$ cat src/rtl/smart_parking_gen2.sv
// Parking gate controller: entry/password FSM, occupancy count, retry lockout and entry timeout.
// Optional macro LED_BLINK_EN makes RED_LED blink in WRONG_PASS and STOP.
module smart_parking_gen2 #(
  parameter int                  PW_WIDTH    = 4,
  parameter logic [PW_WIDTH-1:0] PASSWORD    = 4'b1101,
  parameter int                  CAPACITY    = 8,
  parameter int                  MAX_TRIES   = 3,
  parameter int                  TIMEOUT_CYC = 16,
  parameter int                  LOCKOUT_CYC = 32,
  parameter int                  BLINK_DIV   = 2
) (
  input  logic                          clk,
  input  logic                          rst,
  input  logic                          sensor_entry,
  input  logic                          sensor_exit,
  input  logic [PW_WIDTH-1:0]           password,
  input  logic                          pw_valid,
  output logic                          GREEN_LED,
  output logic                          RED_LED,
  output logic                          BLUE_LED,
  output logic                          YELLOW_LED,
  output logic [$clog2(CAPACITY+1)-1:0] occupancy,
  output logic                          lot_full
);

  localparam int OCC_W = $clog2(CAPACITY + 1);
  localparam int TRY_W = $clog2(MAX_TRIES + 1);
  localparam int T_MAX = (TIMEOUT_CYC > LOCKOUT_CYC) ? TIMEOUT_CYC : LOCKOUT_CYC;
  localparam int TMR_W = $clog2(T_MAX + 1);

  localparam logic [OCC_W-1:0] OCC_FULL     = OCC_W'(CAPACITY);
  localparam logic [TRY_W-1:0] TRIES_LIMIT  = TRY_W'(MAX_TRIES);
  localparam logic [TMR_W-1:0] TIMEOUT_LAST = TMR_W'(TIMEOUT_CYC - 1);
  localparam logic [TMR_W-1:0] LOCKOUT_LAST = TMR_W'(LOCKOUT_CYC - 1);

  if (PW_WIDTH < 1 || CAPACITY < 1 || MAX_TRIES < 1 || TIMEOUT_CYC < 1 ||
      LOCKOUT_CYC < 1 || BLINK_DIV < 0) begin : g_bad_params
    $error("smart_parking_gen2: illegal parameter set");
  end

  typedef enum logic [2:0] {
    S_IDLE,
    S_WAIT_PASS,
    S_WRONG_PASS,
    S_RIGHT_PASS,
    S_STOP,
    S_LOCKOUT
  } state_t;

  state_t             state_reg, state_next;
  logic [OCC_W-1:0]   occ_reg, occ_next, occ_inc;
  logic [TRY_W-1:0]   tries_reg, tries_next, tries_inc;
  logic [TMR_W-1:0]   timer_reg, timer_next;
  logic               entry_prev_reg, exit_prev_reg;
  logic               entry_rise, exit_rise;
  logic               pw_ok, pw_bad;
  logic               timer_restart;
  logic               red_flash;

  assign entry_rise = sensor_entry & ~entry_prev_reg;
  assign exit_rise  = sensor_exit & ~exit_prev_reg;
  assign pw_ok      = pw_valid & (password == PASSWORD);
  assign pw_bad     = pw_valid & (password != PASSWORD);
  assign occ_inc    = (occ_reg == OCC_FULL) ? occ_reg : occ_reg + 1'b1;
  assign tries_inc  = tries_reg + 1'b1;

  assign lot_full  = (occ_reg == OCC_FULL);
  assign occupancy = occ_reg;

  always_ff @(posedge clk or negedge rst) begin
    if (!rst) begin
      state_reg      <= S_IDLE;
      occ_reg        <= '0;
      tries_reg      <= '0;
      timer_reg      <= '0;
      entry_prev_reg <= 1'b0;
      exit_prev_reg  <= 1'b0;
    end else begin
      state_reg      <= state_next;
      occ_reg        <= occ_next;
      tries_reg      <= tries_next;
      timer_reg      <= timer_next;
      entry_prev_reg <= sensor_entry;
      exit_prev_reg  <= sensor_exit;
    end
  end

  always_comb begin
    state_next    = state_reg;
    occ_next      = occ_reg;
    tries_next    = tries_reg;
    timer_restart = 1'b0;
    case (state_reg)
      S_IDLE: begin
        // A simultaneous entry is dropped so the departing car is always counted
        if (exit_rise) begin
          if (occ_reg != '0) occ_next = occ_reg - 1'b1;
        end else if (entry_rise && !lot_full) begin
          state_next = S_WAIT_PASS;
        end
      end
      S_WAIT_PASS, S_WRONG_PASS: begin
        if (pw_ok) begin
          tries_next = '0;
          state_next = S_RIGHT_PASS;
        end else if (pw_bad) begin
          tries_next    = tries_inc;
          timer_restart = 1'b1;
          state_next    = (tries_inc == TRIES_LIMIT) ? S_LOCKOUT : S_WRONG_PASS;
        end else if (timer_reg == TIMEOUT_LAST) begin
          tries_next = '0;
          state_next = S_IDLE;
        end
      end
      S_RIGHT_PASS: begin
        if (exit_rise) begin
          occ_next   = occ_inc;
          state_next = entry_rise ? S_STOP : S_IDLE;
        end
      end
      S_STOP: begin
        if (pw_ok) state_next = S_RIGHT_PASS;
      end
      S_LOCKOUT: begin
        if (timer_reg == LOCKOUT_LAST) begin
          tries_next = '0;
          state_next = S_IDLE;
        end
      end
      default: state_next = S_IDLE;
    endcase

    // Timer saturates so long stays in untimed states never wrap
    if (state_next != state_reg || timer_restart)
      timer_next = '0;
    else if (timer_reg == '1)
      timer_next = timer_reg;
    else
      timer_next = timer_reg + 1'b1;
  end

`ifdef LED_BLINK_EN
  logic [BLINK_DIV:0] blink_cnt_reg;

  always_ff @(posedge clk or negedge rst) begin
    if (!rst) blink_cnt_reg <= '0;
    else      blink_cnt_reg <= blink_cnt_reg + 1'b1;
  end

  assign red_flash = blink_cnt_reg[BLINK_DIV];
`else
  assign red_flash = 1'b1;
`endif

  always_comb begin
    GREEN_LED  = 1'b0;
    RED_LED    = 1'b0;
    BLUE_LED   = 1'b0;
    YELLOW_LED = 1'b0;
    case (state_reg)
      S_IDLE:       RED_LED = lot_full;
      S_WAIT_PASS:  YELLOW_LED = 1'b1;
      S_WRONG_PASS: RED_LED = red_flash;
      S_RIGHT_PASS: GREEN_LED = 1'b1;
      S_STOP: begin
        RED_LED    = red_flash;
        YELLOW_LED = 1'b1;
      end
      S_LOCKOUT:    BLUE_LED = 1'b1;
      default:      ;
    endcase
  end

endmodule

$ cat config.mk
export PLATFORM = sky130hd
export DESIGN_NAME = smart_parking_gen2
export DESIGN_NICKNAME = d
export VERILOG_FILES = /design/src/rtl/smart_parking_gen2.sv
export SDC_FILE = /design/constraint.sdc
export NUM_CORES = 1
export LEC_CHECK = 0
export ABC_AREA = 1
export BUFFER_PORTS_ARGS = -buffer_cell sky130_fd_sc_hd__clkbuf_2
export CAP_MARGIN = 20
export CORE_AREA = 3 3 75 49
export DETAILED_ROUTE_END_ITERATION = 10
export DIE_AREA = 0 0 78 52
export PLACE_DENSITY = 0.63
export SETUP_SLACK_MARGIN = 0.3
export SYNTH_ARGS = -nofsm -noshare
export SYNTH_HDL_FRONTEND = slang
export SYNTH_SLANG_ARGS = --single-unit
$ cat constraint.sdc
create_clock -name clk -period 3.42 [get_ports clk]
set_input_delay 0.684 -clock clk [delete_from_list [all_inputs] [get_ports clk]]
set_output_delay 0.684 -clock clk [all_outputs]
set_load 0.005 [all_outputs]
==> results.txt, run 1 <==
Total global routing overflow: 0
Final hold vios: 0
Post-Route WL: 2520 microns
Row count: 16
Max_cap viols: 0
Die W: 78 microns
Final setup fails: 0
Total Routing Usage GR: 14.0%
Post-route ant nets: 0
Worst hold path class: input port to async pin
Critical Path AT: 1.46 ns
Max reg flops: 6
Cells after Synth: 143
Remaining DRCs: 0
# nets final: 178
Port bufs: 17
CTS buffer count: 3
Post_cts resized: 0
CP startpoint: state_reg[1]
FF-to-FF path depth: 8
Final period utilization: 62.7%
Syn-to-layout area delta: 15.2%
Final Max Slew Viols: 0
Drt initial violations: 66
CTS tree: built
Flop pwr share: 32.7%
Fmax: 467 MHz
Internal Pwr Total: 0.571 mW
Clock sinks: 17
Placer Congestion: 0.854
DIE AREA: 4060 sq um
Mapped cell area: 1180 sq um
Vias in the first global route: 968
Post-CTS Setup Repair Bufs: 0
Core area: 3120 sq um
Required @ worst endpoint: 2.74 ns
Die height: 52 microns
Post-synth top cells: nand2_1 (26), dfrtp_1 (17), inv_1 (14)
Yosys warnings: 0
Vias: 1025
Area leader, netlist: dfrtp_1
Comb pwr share: 52.8%
Initial core utilization: 37.8%
P_sw: 0.490 mW
FFs w/ async S/R, synth: 100%
Final setup skew: 0.00464 ns
Reg clk slew, reported paths: 0.07 ns
Largest net degree at the start of global routing: 18
Htree depth: 1
Lkg Pwr: 0.658 nW
RSZ-0062 raised after global routing: no
Most frequent cell after synthesis: nand2_1
Final core area utilization: 43.5%
Prevailing post-synth register cell: dfrtp_1
Max VDD drop: 0.225 mV
Ant diodes: 0
CTS Root Cell: clkbuf_8
Share of layout cells above drive strength 1: 33.1%
Clk Latency, worst-skew pair: 0.26 ns
Vias per inst: 4.93
Initial antenna violation count: 0
First-pass detailed-route iteration total: 4
Register area share after synthesis: 36.1%
Clk network pwr share: 14.5%
Total power: 1.06 mW
Area share of the largest cell type after synthesis: 36.1%
Yosys reg bits: 17
CP Max Fanout: 7
CP Class: flip-flop to output pin
TNS Setup: 0 ns
Area contributors post-synth: dfrtp_1 (36%), nand2_1 (8.3%), nand3_1 (5.5%)
Count of different cell masters after synthesis: 33
Worst-Margin Slew: 0.442 ns
Routed wire length per instance: 12.1 microns
PD cells: 781 nW/um^2
First-pass GRT wire length: 4400 microns
DPL Wire Length: 2030 microns
Longest Clk Path Bufs: 2
Period minus WS final: 2.14 ns
Worst r2r src: state_reg[2]
# IOs: 18
Crit end category: output pin
Syn_area_per_cell: 8.25 sq um
Status: finished clean
Number of flops mapped to enable cells by yosys: 0
Net count after synthesis: 157
CP endpoint: RED_LED
Fillcell total: 333
Worst r2r dst: occupancy[3]
Startpoint class of the critical path: flip-flop
Switching Share: 46.2%
R2R setup slack: 1.52 ns
Slew Limit Headroom: 70.3%
Hold Buf Count CTS: 0
logic make-up after synthesis:
family / count (synthesis) / synth area share, %
and+or+nand+nor: 79 / 37.8
buffers and inverters: 20 / 6.89
DFF: 17 / 36.1
AOI/OAI and AO/OA: 16 / 8.59
adders and majority gates: 5 / 5.94
xor gates and xnor gates: 4 / 2.97
muxes: 2 / 1.80
per-layer routing:
layer	share of wire [%]	vias up	global-route usage (%)
met5	0	-	0
met4	0.83	0	4.07
met3	5.6	2	5.36
met2	44	34	20.3
met1	50	474	19.4
li1	-	515	-
cell usage in the layout (no fill, tap or decap), types with 2 or more instances in the layout:
cell	instances
dfrtp_1	17
nand4_1	2
nand3_1	13
nand3_2	6
nand2_2	6
inv_1	14
nand2_1	26
clkbuf_8	3
nor2_1	7
clkbuf_2	17
ha_1	4
nor3_2	2
nor2_4	2
nand2_4	2
xor2_1	4
a31oi_1	2
o21ai_1	3
o21ai_0	3
inv_2	4
a21oi_1	3
nor2_2	9
critical path, cell delays in order (launching register included):
cell and delay, ns:
dfrtp_1 0.48, nor3_1 0.43, nand2_1 0.10, nand3_1 0.09, clkbuf_2 0.11
worst min path at each step:
stage / startpoint / to / slack, ns / cells after the start
2_1_floorplan: rst / entry_prev_reg / 0.39 / 0
3_3_place_gp: tries_reg[1] / tries_reg[1] / 0.47 / 2
3_5_place_dp: tries_reg[1] / tries_reg[1] / 0.49 / 2
4_1_cts: rst / state_reg[2] / 0.37 / 1
5_1_grt: rst / timer_reg[0] / 0.40 / 1
6_report: rst / state_reg[2] / 0.36 / 1
through the flow:
step                      cell area (sq um)  hold WS [ns]  setup slack (ns)  std cells
final                                  1360         0.357              1.28        208
after global placement                 1310         0.471              1.55        204
after floorplan                        1180         0.388              1.67        143
after CTS                              1360         0.370              1.27        208
after global routing                   1360         0.400              1.12        208
after detailed placement               1310         0.492              1.51        204
power by group through the flow:
| stage | clock, mW | combinational, mW | sequential (mW) |
|---|---|---|---|
| CTS | 0.158 | 0.567 | 0.347 |
| global placement | 0 | 0.552 | 0.345 |
| global route | 0.166 | 0.640 | 0.362 |
| detailed placement | 0 | 0.565 | 0.349 |
| floorplan | 0 | 0.435 | 0.329 |
| finish | 0.154 | 0.560 | 0.347 |
layout make-up:
class                           count  area (sq um)  share of cell area, %
Clock buffer                        4          45.0                   3.31
Inverter                           19          73.8                   5.43
Multi-Input combinational cell    106           673                   49.5
Sequential cell                    17           425                   31.3
Tap cell                           45          56.3                   4.14
Timing Repair Buffer               17          85.1                   6.26
Power figures use the tool's default switching activity.
==> inputs of run 2 (changes only) <==
Clock period 3.42 ns to 2.22 ns, I/O delays scaled along.
==> run 2 against run 1 <==
  * Global-route usage grew 0.24 points
  * Critical endpoint unchanged
  * Final cell count grew 0.96%
  * Largest cell class unchanged
  * Register-to-register slack lost 1.1 ns
  * Largest power group unchanged
  * Via count shrank 0.98%
  * Worst hold slack lost 0.24 ns
  * Setup slack lost 0.93 ns
==> results.txt, run 2 (synthesis results as in run 1) <==
CTS tree: built
DP Area: 1310 sq um (unchanged)
Internal Pwr Total: 0.902 mW (+58%)
CTS Root Cell: clkbuf_8
Final hold vios: 0 (unchanged)
First-pass GRT wire length: 4580 microns (+4.1%)
Core area: 3120 sq um (unchanged)
Crit end category: output pin
Max VDD drop: 0.434 mV (+93%)
Worst-Margin Slew: 0.451 ns (+0.00920 ns)
Vias: 1015 (-0.98%)
Max_cap viols: 0 (unchanged)
Syn-to-layout area delta: 18.7%
TNS Setup: 0 ns (unchanged)
CTS buffer count: 3 (unchanged)
Reg clk slew, reported paths: 0.08 ns (about the same)
# IOs: 18 (unchanged)
Max reg flops: 6 (unchanged)
Place WS: 0.344 ns (-1.17 ns)
Die height: 52 microns (unchanged)
Vias in the first global route: 961 (-0.72%)
Comb pwr share: 53.0% (+0.2 points)
Commonest non-fill, non-tap cells in the layout: nand2_1 (26), clkbuf_2 (17), dfrtp_1 (15), inv_1 (13), nand3_1 (12)
Post-route ant nets: 0 (unchanged)
DIE AREA: 4060 sq um (unchanged)
Initial antenna violation count: 0 (unchanged)
Total Routing Usage GR: 14.3% (+0.24 points)
Non-filler cells, final: 210 (+0.96%)
Most common cell after layout, fill and taps aside: nand2_1
Placed Instances: 204 (unchanged)
Worst r2r dst: occupancy[3]
Vias per inst: 4.83 (-1.9%)
Largest net degree at the start of global routing: 18 (unchanged)
RSZ-0062 raised after global routing: yes
Critical Path AT: 1.43 ns (-0.03 ns)
Worst r2r src: state_reg[2]
Required @ worst endpoint: 1.78 ns (-0.96 ns)
Initial core utilization: 37.8% (unchanged)
Clk Latency, worst-skew pair: 0.26 ns (about the same)
FF-to-FF path depth: 8 (unchanged)
# nets final: 180 (+1.1%)
Total global routing overflow: 0 (unchanged)
Period minus WS final: 1.87 ns
Fmax: 534 MHz
CP Max Fanout: 7 (unchanged)
Final Max Slew Viols: 0 (unchanged)
Flop pwr share: 32.7% (about the same)
Switching Share: 46.8% (+0.63 points)
Routed wire length per instance: 12.3 microns (+2.1%)
Placer Congestion: 0.916 (+7.3%)
Clk network pwr share: 14.3% (-0.2 points)
PD cells: 1210 nW/um^2 (+55%)
DPL Wire Length: 2030 microns (about the same)
Port bufs: 17 (unchanged)
Slew Limit Headroom: 69.9% (-0.39 points)
Status: finished clean
Remaining DRCs: 0 (unchanged)
Row count: 16 (unchanged)
Startpoint class of the critical path: flip-flop
Fillcell total: 322 (-3.3%)
Share of layout cells above drive strength 1: 38.8% (+5.7 points)
Longest Clk Path Bufs: 2 (unchanged)
Post-Route WL: 2590 microns (+3.1%)
Total power: 1.70 mW (+60%)
Final setup fails: 0 (unchanged)
Ant diodes: 0 (unchanged)
Htree depth: 1 (unchanged)
R2R setup slack: 0.43 ns (-1.09 ns)
Final worst slack: 0.347 ns (-0.930 ns)
Final setup skew: 0.00574 ns (+0.00110 ns)
Die W: 78 microns (unchanged)
P_sw: 0.793 mW (+62%)
First-pass detailed-route iteration total: 4 (unchanged)
Clock sinks: 17 (unchanged)
Design area: 1400 sq um (+3.0%)
Lkg Pwr: 0.668 nW (+1.5%)
CP Class: flip-flop to output pin
Final period utilization: 84.4%
Worst hold path class: input port to async pin
Drt initial violations: 54 (-18%)
==> run 2: cell count changes in the layout (fill, tap and decap cells not counted), sizes merged <==
cell / delta
buf: +2
clkbuf: -1
clkinv: +1
==> run 2: critical path: stages, from the launching register on <==
cell and delay [ns]:
dfrtp_2 0.49, nor3_2 0.35, inv_1 0.11, nand3_1 0.10
clkbuf_2 0.11
==> run 2: what timing repair did <==
item                                    4_1_cts  5_1_grt
gates resized for setup                       1        7
pin swaps                                     0        1
hold buffers                                  0        0
endpoints found under the setup margin        1        9
buffers inserted                              0        2
==> run 2: final cells by class <==
cell class / instances / area (sq um) / area share, %
multi-input combinational: 106 / 696 / 49.7
sequential: 17 / 428 / 30.6
timing repair buffer: 19 / 100 / 7.15
inverter: 19 / 73.8 / 5.27
tap: 45 / 56.3 / 4.02
clock buffer: 3 / 41.3 / 2.95
clock inverter: 1 / 5.00 / 0.357
==> run 2: how the worst max path moves through the flow <==
stage	from	to	slack, ns	cells after the start
floorplan	state_reg[2]	occupancy[3]	0.47	8
global placement	state_reg[2]	occupancy[3]	0.39	8
detailed placement	state_reg[2]	occupancy[3]	0.34	8
CTS	state_reg[1]	occupancy[3]	0.31	7
global route	state_reg[1]	RED_LED	0.25	4
finish	state_reg[1]	RED_LED	0.35	4
==> run 2: power by group through the flow <==
| stage | combinational, mW | clock [mW] | sequential (mW) |
|---|---|---|---|
| global route | 1.03 | 0.258 | 0.569 |
| finish | 0.898 | 0.243 | 0.555 |
| global placement | 0.855 | 0 | 0.529 |
| detailed placement | 0.866 | 0 | 0.539 |
| floorplan | 0.671 | 0 | 0.507 |
| CTS | 0.873 | 0.250 | 0.538 |
==> run 2: routing by layer <==
metal | vias to the layer above | part of all wire (%) | GRT usage, %
li1 | 514 | - | -
met1 | 483 | 54 | 21.7
met2 | 16 | 42 | 21.0
met3 | 2 | 2.7 | 3.11
met4 | 0 | 0.54 | 1.74
met5 | - | 0 | 0
==> run 2: through the flow <==
| stage | utilization [%] | hold WS (ns) |
|---|---|---|
| 3_3_place_gp | 42.1 | 0.413 |
| 5_1_grt | 44.8 | 0.155 |
| 2_1_floorplan | - | 0.148 |
| 6_report | 44.8 | 0.116 |
| 4_1_cts | 43.7 | 0.137 |
| 3_5_place_dp | 42.1 | 0.418 |
